<file path="src/rtl/calc_sequencer.sv">
// Calculator sequencer: keypad entry, operand staging, ALU capture and display.
// One explicit state machine owns all operand, result and display registers.
module calc_sequencer #(
    parameter int MAG_W = 8
) (
    input  logic             hwclk,
    input  logic             reset,
    input  logic             key_strobe,
    input  logic [4:0]       key_code,
    input  logic [MAG_W:0]   alu_result,
    input  logic             alu_oflag,
    output logic [MAG_W:0]   op1,
    output logic [MAG_W:0]   op2,
    output logic [2:0]       opcode,
    output logic [MAG_W-1:0] disp_value,
    output logic             disp_neg,
    output logic             err,
    output logic             result_ready,
    output logic [2:0]       state
);

    localparam int PW = MAG_W + 4;
    localparam logic [PW-1:0] MAXV = PW'((1 << MAG_W) - 1);

    typedef enum logic [2:0] {
        ENTRY_A = 3'd0,
        ENTRY_B = 3'd1,
        EXEC    = 3'd2,
        RESULT  = 3'd3,
        ERROR   = 3'd4
    } state_t;

    state_t cur, nxt;

    logic [MAG_W-1:0] emag, n_emag;
    logic             eneg, n_eneg;
    logic             hd, n_hd;
    logic [MAG_W:0]   res, n_res;
    logic [MAG_W:0]   n_op1, n_op2;
    logic [2:0]       n_opc;
    logic [MAG_W-1:0] n_dv;
    logic             n_dn, n_err, n_rr;

    logic             is_digit, is_op, is_enter, is_clear, is_sign;
    logic [PW-1:0]    acc;
    logic             acc_ok;
    logic [MAG_W-1:0] kdig;
    logic [2:0]       kop;

    assign is_digit = key_strobe && (key_code < 5'd10);
    assign is_op    = key_strobe && (key_code >= 5'd10)
                      && (key_code <= 5'd15);
    assign is_enter = key_strobe && (key_code == 5'd16);
    assign is_clear = key_strobe && (key_code == 5'd17);
    assign is_sign  = key_strobe && (key_code == 5'd18);

    assign kdig   = MAG_W'(key_code[3:0]);
    assign kop    = 3'(key_code - 5'd10);
    // Decimal shift-in checked in a wider accumulator before committing
    assign acc    = PW'(emag) * PW'(10) + PW'(key_code[3:0]);
    assign acc_ok = (acc <= MAXV);

    assign state = cur;

    always_comb begin
        nxt    = cur;
        n_emag = emag;
        n_eneg = eneg;
        n_hd   = hd;
        n_res  = res;
        n_op1  = op1;
        n_op2  = op2;
        n_opc  = opcode;
        n_dv   = disp_value;
        n_dn   = disp_neg;
        n_err  = err;
        n_rr   = 1'b0;

        unique case (cur)
            ENTRY_A, ENTRY_B: begin
                unique case (1'b1)
                    is_digit: begin
                        if (acc_ok) begin
                            n_emag = acc[MAG_W-1:0];
                            n_hd   = 1'b1;
                        end
                    end
                    is_sign: begin
                        if (emag != '0) n_eneg = ~eneg;
                    end
                    is_op: begin
                        if (cur == ENTRY_A) begin
                            n_opc  = kop;
                            n_emag = '0;
                            n_eneg = 1'b0;
                            n_hd   = 1'b0;
                            nxt    = ENTRY_B;
                        end else if (!hd) begin
                            n_opc = kop;
                        end
                    end
                    is_enter: begin
                        if (cur == ENTRY_B && hd) nxt = EXEC;
                    end
                    default: ;
                endcase
            end
            EXEC: begin
                n_res = alu_result;
                n_rr  = 1'b1;
                nxt   = alu_oflag ? ERROR : RESULT;
            end
            RESULT: begin
                unique case (1'b1)
                    is_digit: begin
                        n_emag = kdig;
                        n_eneg = 1'b0;
                        n_hd   = 1'b1;
                        n_op2  = '0;
                        nxt    = ENTRY_A;
                    end
                    is_op: begin
                        n_op1  = res;
                        n_opc  = kop;
                        n_emag = '0;
                        n_eneg = 1'b0;
                        n_hd   = 1'b0;
                        nxt    = ENTRY_B;
                    end
                    is_enter: begin
                        n_op1 = res;
                        nxt   = EXEC;
                    end
                    default: ;
                endcase
            end
            ERROR: ;
            default: nxt = ENTRY_A;
        endcase

        // Operand under construction always tracks the entry register
        if (nxt == ENTRY_A) n_op1 = {n_eneg, n_emag};
        if (nxt == ENTRY_B) n_op2 = {n_eneg, n_emag};

        unique case (nxt)
            ENTRY_A, ENTRY_B: begin
                n_dv  = n_emag;
                n_dn  = n_eneg;
                n_err = 1'b0;
            end
            RESULT: begin
                n_dv  = n_res[MAG_W-1:0];
                n_dn  = n_res[MAG_W];
                n_err = 1'b0;
            end
            ERROR: begin
                n_dv  = '0;
                n_dn  = 1'b0;
                n_err = 1'b1;
            end
            default: ;
        endcase

        if (is_clear && cur != EXEC) begin
            nxt    = ENTRY_A;
            n_emag = '0;
            n_eneg = 1'b0;
            n_hd   = 1'b0;
            n_res  = '0;
            n_op1  = '0;
            n_op2  = '0;
            n_opc  = '0;
            n_dv   = '0;
            n_dn   = 1'b0;
            n_err  = 1'b0;
            n_rr   = 1'b0;
        end
    end

    always_ff @(posedge hwclk) begin
        if (reset) begin
            cur          <= ENTRY_A;
            emag         <= '0;
            eneg         <= 1'b0;
            hd           <= 1'b0;
            res          <= '0;
            op1          <= '0;
            op2          <= '0;
            opcode       <= '0;
            disp_value   <= '0;
            disp_neg     <= 1'b0;
            err          <= 1'b0;
            result_ready <= 1'b0;
        end else begin
            cur          <= nxt;
            emag         <= n_emag;
            eneg         <= n_eneg;
            hd           <= n_hd;
            res          <= n_res;
            op1          <= n_op1;
            op2          <= n_op2;
            opcode       <= n_opc;
            disp_value   <= n_dv;
            disp_neg     <= n_dn;
            err          <= n_err;
            result_ready <= n_rr;
        end
    end

endmodule

</file>
<file path="config.mk">
export PLATFORM = sky130hd
export DESIGN_NAME = calc_sequencer
export DESIGN_NICKNAME = d
export VERILOG_FILES = /design/src/rtl/calc_sequencer.sv
export SDC_FILE = /design/constraint.sdc
export NUM_CORES = 1
export LEC_CHECK = 0
export BUFFER_PORTS_ARGS = -buffer_cell sky130_fd_sc_hd__buf_2
export CAP_MARGIN = 20
export CORE_MARGIN = 2
export CORE_UTILIZATION = 46
export CTS_BUF_LIST = sky130_fd_sc_hd__clkbuf_4 sky130_fd_sc_hd__clkbuf_8 sky130_fd_sc_hd__clkbuf_16
export CTS_CLUSTER_SIZE = 40
export DETAILED_ROUTE_END_ITERATION = 16
export PLACE_DENSITY = 0.75
export SETUP_SLACK_MARGIN = 0.1
export SLEW_MARGIN = 0
export SYNTH_ARGS = -nofsm -noshare
export SYNTH_HDL_FRONTEND = slang
export SYNTH_SLANG_ARGS = --single-unit
</file>
<file path="constraint.sdc">
create_clock -name hwclk -period 3.5 [get_ports hwclk]
set_input_delay 0.7 -clock hwclk [delete_from_list [all_inputs] [get_ports hwclk]]
set_output_delay 0.7 -clock hwclk [all_outputs]
set_load 0.01 [all_outputs]
</file>
== After elaboration in Yosys (flattened, before gate mapping) ==
Cells that the tools add are included.

* $add $sub $neg: 2
* Multipliers: 1
* Divide/modulo/power cells: 0
* Order comparisons: 4
* Eq/ne operators: 18
* Shifts and indexed selects: 0
* Mux-type cells: 37
* Bitwise gates (word level): 1
* Reduce and logical (&&, ||, !) cells: 28

{| class="wikitable"
|+ Operator list
! operator !! number
|-
| 2-to-1 mux 9 bit || 7
|-
| one-hot mux 8 bit (2 select lines) || 3
|-
| one-hot mux 8 bit (3 select lines) || 1
|-
| 2-to-1 mux 3 bit || 7
|-
| 2-to-1 mux 8 bit || 2
|-
| == test 5 bit, second input constant || 3
|-
| != test 3 bit, second input constant || 5
|-
| adder 12 x 4 -> 12 bit || 1
|-
| less-or-equal comparator 12 x 8 -> 1 bit, second input constant || 1
|-
| one-hot mux 1 bit (2 select lines) || 6
|-
| one-hot mux 3 bit (2 select lines) || 2
|-
| one-hot mux 3 bit (4 select lines) || 1
|-
| nonzero test 2 bit || 6
|-
| multiplier 8 x 3 -> 11 bit, second input constant || 1
|-
| OR reduction 2 bit || 5
|-
| == test 3 x 2 -> 1 bit, second input constant || 3
|-
| one-hot mux 3 bit (3 select lines) || 1
|-
| logical AND 1 bit || 8
|-
| nonzero test 8 bit || 1
|-
| == test 3 x 1 -> 1 bit, second input constant || 2
|-
| == test 3 bit, second input constant || 2
|-
| logical NOT 3 bit || 2
|-
| 2-to-1 mux 1 bit || 6
|-
| >= comparator 5 x 4 -> 1 bit, second input constant || 1
|-
| other kinds (12) || 14
|}

* Register bits after elaboration: 54
* Latch bits: 0
* Bits in writable memories: 0
* Bits in read-only memories: 0
* Bits of input ports: 18
* Output and inout bits: 35
* Logic and storage cells: 103
* Memories kept: 0

== Longest topological paths before layout ==
* Depth in word-level cells: 8
* Mapped depth: 12
* Gate-level depth less buffers: 10

== Least setup slack after synthesis ==
Ideal clock, no wire load.

* Path type: register to register
* From: reg emag[1]
* To: reg disp_value[3]
* Arrival time: 3.395 ns
* Path slack: -0.031 ns
* Cell stages (with the launch flop): 11
* Clock period less this slack: 3.531 ns
* Cells stage by stage: dfxtp_1 -> ha_1 -> ha_1 -> fa_1 -> and3_1 -> a41oi_1 -> nor4_1 -> mux2_2 -> o31a_1 -> a222oi_1 -> o22ai_1

* Longest elaborated chain between the ends: 7

{| class="wikitable"
|+ Ends and longest elaborated chain
! what !! RTL line !! RTL
|-
| start, declared || 35 || <nowiki>logic [MAG_W-1:0] emag, n_emag;</nowiki>
|-
| start signal, assigned || 196 || <nowiki>emag <= n_emag;</nowiki>
|-
| multiplier 8 x 3 -> 11 bit (*) || 60 || <nowiki>assign acc = PW'(emag) * PW'(10) + PW'(key_code[3:0]);</nowiki>
|-
| adder 12 x 4 -> 12 bit (*) || 60 ||
|-
| less-or-equal comparator 12 x 8 -> 1 bit || 61 || <nowiki>assign acc_ok = (acc <= MAXV);</nowiki>
|-
| 2-to-1 mux 8 bit (*) || 83 || <nowiki>if (acc_ok) begin</nowiki>
|-
| one-hot mux 8 bit (2 select lines) (*) || 81 || <nowiki>unique case (1'b1)</nowiki>
|-
| one-hot mux 8 bit (2 select lines) (*) || 79 || <nowiki>unique case (cur)</nowiki>
|-
| one-hot mux 8 bit (3 select lines) (*) || 145 || <nowiki>unique case (nxt)</nowiki>
|-
| end signal, assigned || 203 || <nowiki>disp_value <= n_dv;</nowiki>
|-
| end, declared || 15 || <nowiki>output logic [MAG_W-1:0] disp_value,</nowiki>
|}

Every way passes the cells marked *; elsewhere a longest branch is shown, timed or not.
A chain may end at the register's enable or synchronous reset.

== Final worst setup path ==
* From: reg emag[3]
* To: reg op2[3]

* Longest elaborated chain between the ends: 7
* Elaborated cells on any way between the ends: 9
* Those cells by class: 1 x add/sub; 1 x mul; 1 x order compare; 6 x mux

{| class="wikitable"
|+ Ends and longest elaborated chain
! what !! RTL line !! RTL
|-
| multiplier 8 x 3 -> 11 bit || 60 ||
|-
| adder 12 x 4 -> 12 bit || 60 ||
|-
| less-or-equal comparator 12 x 8 -> 1 bit || 61 ||
|-
| 2-to-1 mux 8 bit || 83 ||
|-
| one-hot mux 8 bit (2 select lines) || 81 ||
|-
| one-hot mux 8 bit (2 select lines) (*) || 79 ||
|-
| 2-to-1 mux 9 bit (*) || 143 || <nowiki>if (nxt == ENTRY_B) n_op2 = {n_eneg, n_emag};</nowiki>
|-
| end signal, assigned || 201 || <nowiki>op2 <= n_op2;</nowiki>
|-
| end, declared || 13 || <nowiki>output logic [MAG_W:0] op2,</nowiki>
|}

Marks and branches as above.

==> key figures <==
Routing
  – Total wire length: 8150 µm
  – Routed via count: 2823
  – Iter 0 DRT Violations: 131
  – Via-per-instance ratio: 5.86
  – DRC: 0
  – Post-route ant nets: 0
  – Wire length per cell: 16.9 µm
  – Pre-Repair DR Iteration Count: 4

Final layout
  – Layout cells sized above 1: 29.0%
  – Layout Nets: 443
  – N_diodes: 0
  – Area growth, synth to finish: 24.8%
  – Filler cells: 519
  – Post-route cell area: 3600 µm²

Yosys
  – Post-synth top area cell: dfxtp_1
  – Mapped Cells: 331
  – Asr flop ratio synth: 0%
  – Top post-synthesis cells by area: dfxtp_1 (38%), ha_1 (7.4%), a21oi_1 (5.4%)
  – EDFF count, synth: 0
  – Ys flop type: dfxtp_1
  – Synth top area share: 37.5%
  – Mapped cell area: 2880 µm²
  – Syn_nets: 368
  – Synth Register Bits: 54
  – Syn avg cell area: 8.70 µm²
  – Synthesis Warnings: 0
  – Most frequent cell after synthesis: dfxtp_1
  – Commonest cells in the netlist: dfxtp_1 (54), nor2_1 (33), a21oi_1 (31)
  – Post-synth cell types: 55
  – Seq/Total Area, Yosys: 37.5%

Global routing
  – GRT Overall Usage: 23.5%
  – Vias in the first global route: 2779
  – Initial antenna violation count: 0
  – Pin count of the biggest net entering global routing: 20
  – First-pass GRT wire length: 13400 µm
  – Total gr overflow: 0

Timing
  – Minimum clock period: 3450 ps
  – Worst-Margin Slew: 582 ps
  – Slew margin rel.: 60.6%
  – Final Hold Fails: 0
  – Hold slack: 459 ps
  – Unrepaired setup endpoints after global routing: true
  – Final Skew: 7.47 ps
  – F_max: 290 MHz
  – # setup viols final: 0
  – Max Slew Vio Count: 0
  – Fin crit share: 98.6%

Power and ir drop
  – Power Density: 351 nW/µm²
  – LEAKAGE: 1.59 nW
  – Net Sw Power: 0.331 mW
  – Logic pwr share: 15.1%
  – Sw Share: 26.2%
  – Internal: 0.933 mW
  – Clock share of power: 34.2%
  – Peak VDD IR: 0.312 mV
  – Sequential share of power: 50.7%

Worst setup path
  – Crit-path max FO: 5
  – Worst Setup Start Kind: flop
  – CP Data Arrival Time: 3650 ps
  – Worst EP required: 3700 ps
  – CP endpoint kind: flop
  – Critical path class: reg -> reg

Clock tree
  – CTS tree: done
  – CTS Buf Count: 5
  – Clk Latency, worst-skew pair: 310 ps
  – Longest Clk Path Bufs: 2
  – CTS Hold Bufs: 0
  – Root buffer cell: clkbuf_8
  – Clock Sinks: 54
  – CTS H-Tree Depth: 2
  – Clock transition at the registers of the reported paths: 90 ps

Die
  – Core area: 5990 µm²
  – Die Span X: 83.1 µm
  – DIE HEIGHT: 83.1 µm
  – Starting density of the core: 48.1%
  – I/O pin count: 53
  – Area of the die: 6910 µm²
  – Row cnt: 28

Run status
  – Outcome: complete, no violations

Placed design
  – Detailed placement HPWL: 6000 µm
  – Dpl cell area: 3370 µm²
  – Gp weighted congestion: 0.915
  – IO buf count: 52

Job
  – Max Cap Violations: 0

Min path
  – Hold Path Class: reg -> reg
-- what timing repair did --
action,CTS,global route
buffers inserted,3,2
resized for setup,4,11
endpoints found under the setup margin,28,21
pin swaps,3,7
-- area by class of cell --
class	instances	area [µm²]	area share (%)
Multi-Input combinational cell	258	1810	50.3
Sequential cell	54	1090	30.2
Timing Repair Buffer	79	463	12.9
Tap cell	75	93.8	2.61
Clock buffer	6	76.3	2.12
Clock inverter	2	37.5	1.04
Inverter	8	30.0	0.835
-- kinds of logic (layout without fill, tap and decap cells) --
group	Yosys count	in the layout	share of synthesized area (%)
simple gates	117	117	20.3
compound gates	93	93	20.5
flops	54	54	37.5
mux	23	23	8.43
fa+ha+maj	19	19	8.77
buf+inv	19	95	2.61
xor+xnor	6	6	1.82
-- critical path, cell delays in order, from the launching register on --
cell and delay, ps:
dfxtp_4 380, ha_4 220, ha_4 170, fa_2 580, and3_4 210, a41oi_2 60
nor4_4 340, mux2_4 350, o31a_1 360, a222oi_1 380, buf_4 220, o21ai_1 70
-- per-layer routing --
layer / wire (µm) / track usage [%]
met1: 3460 / 31.2
met2: 4030 / 39.1
met3: 445 / 3.88
met4: 213 / 7.30
met5: 0 / 0
-- placed cells by master, fill, tap and decap left out, types with 5 or more instances in the layout --
master	n
mux2i_1	13
o22ai_1	5
dfxtp_1	51
nor2_1	33
buf_2	52
o21ai_0	17
a21oi_1	30
nand3_1	6
inv_1	8
clkbuf_8	5
and2_1	9
mux2_2	9
ha_1	15
buf_4	27
nand2b_1	6
nand2_1	30
-- power by group through the flow --
stage,combinational [mW],clock (mW),sequential (mW)
6_report,0.191,0.432,0.640
5_1_grt,0.209,0.455,0.643
4_1_cts,0.181,0.434,0.640
3_5_place_dp,0.179,0,0.654
3_3_place_gp,0.177,0,0.654
2_1_floorplan,0.0994,0,0.659
-- stage by stage --
step | power, mW | worst slack (ps) | cells | utilization [%] | setup TNS [ps]
floorplan | 0.759 | 105 | 331 | - | 0
global placement | 0.831 | -17.8 | 469 | 56.2 | -30.8
detailed placement | 0.833 | -154 | 469 | 56.2 | -1120
CTS | 1.26 | 130 | 480 | 58.6 | 0
global route | 1.31 | -49.3 | 482 | 60.0 | -128
finish | 1.26 | 49.3 | 482 | 60.0 | 0
-- path summary, 6_finish.rpt --
kind                            start                   to  slack (ps)  depth (start not counted)
setup / recovery   emag[3]$_SDFF_PP0_  op2[3]$_SDFFE_PP0P_          50                         11
setup reg to reg   emag[3]$_SDFF_PP0_  op2[3]$_SDFFE_PP0P_          50                         11
hold reg to reg   op2[3]$_SDFFE_PP0P_  op2[3]$_SDFFE_PP0P_         460                          2
hold / removal    op2[3]$_SDFFE_PP0P_  op2[3]$_SDFFE_PP0P_         460                          2
-- state kept, by name, summed over array words and instances, names as in the netlist --
| name | flops |
|---|---|
| op2 | 9 |
| opcode | 3 |
| eneg | 1 |
| result_ready | 1 |
| err | 1 |
| res | 9 |
| disp_value | 8 |
| hd | 1 |
| op1 | 9 |
| state | 3 |
| emag | 8 |
| disp_neg | 1 |
(Power assumes the default switching activity.)
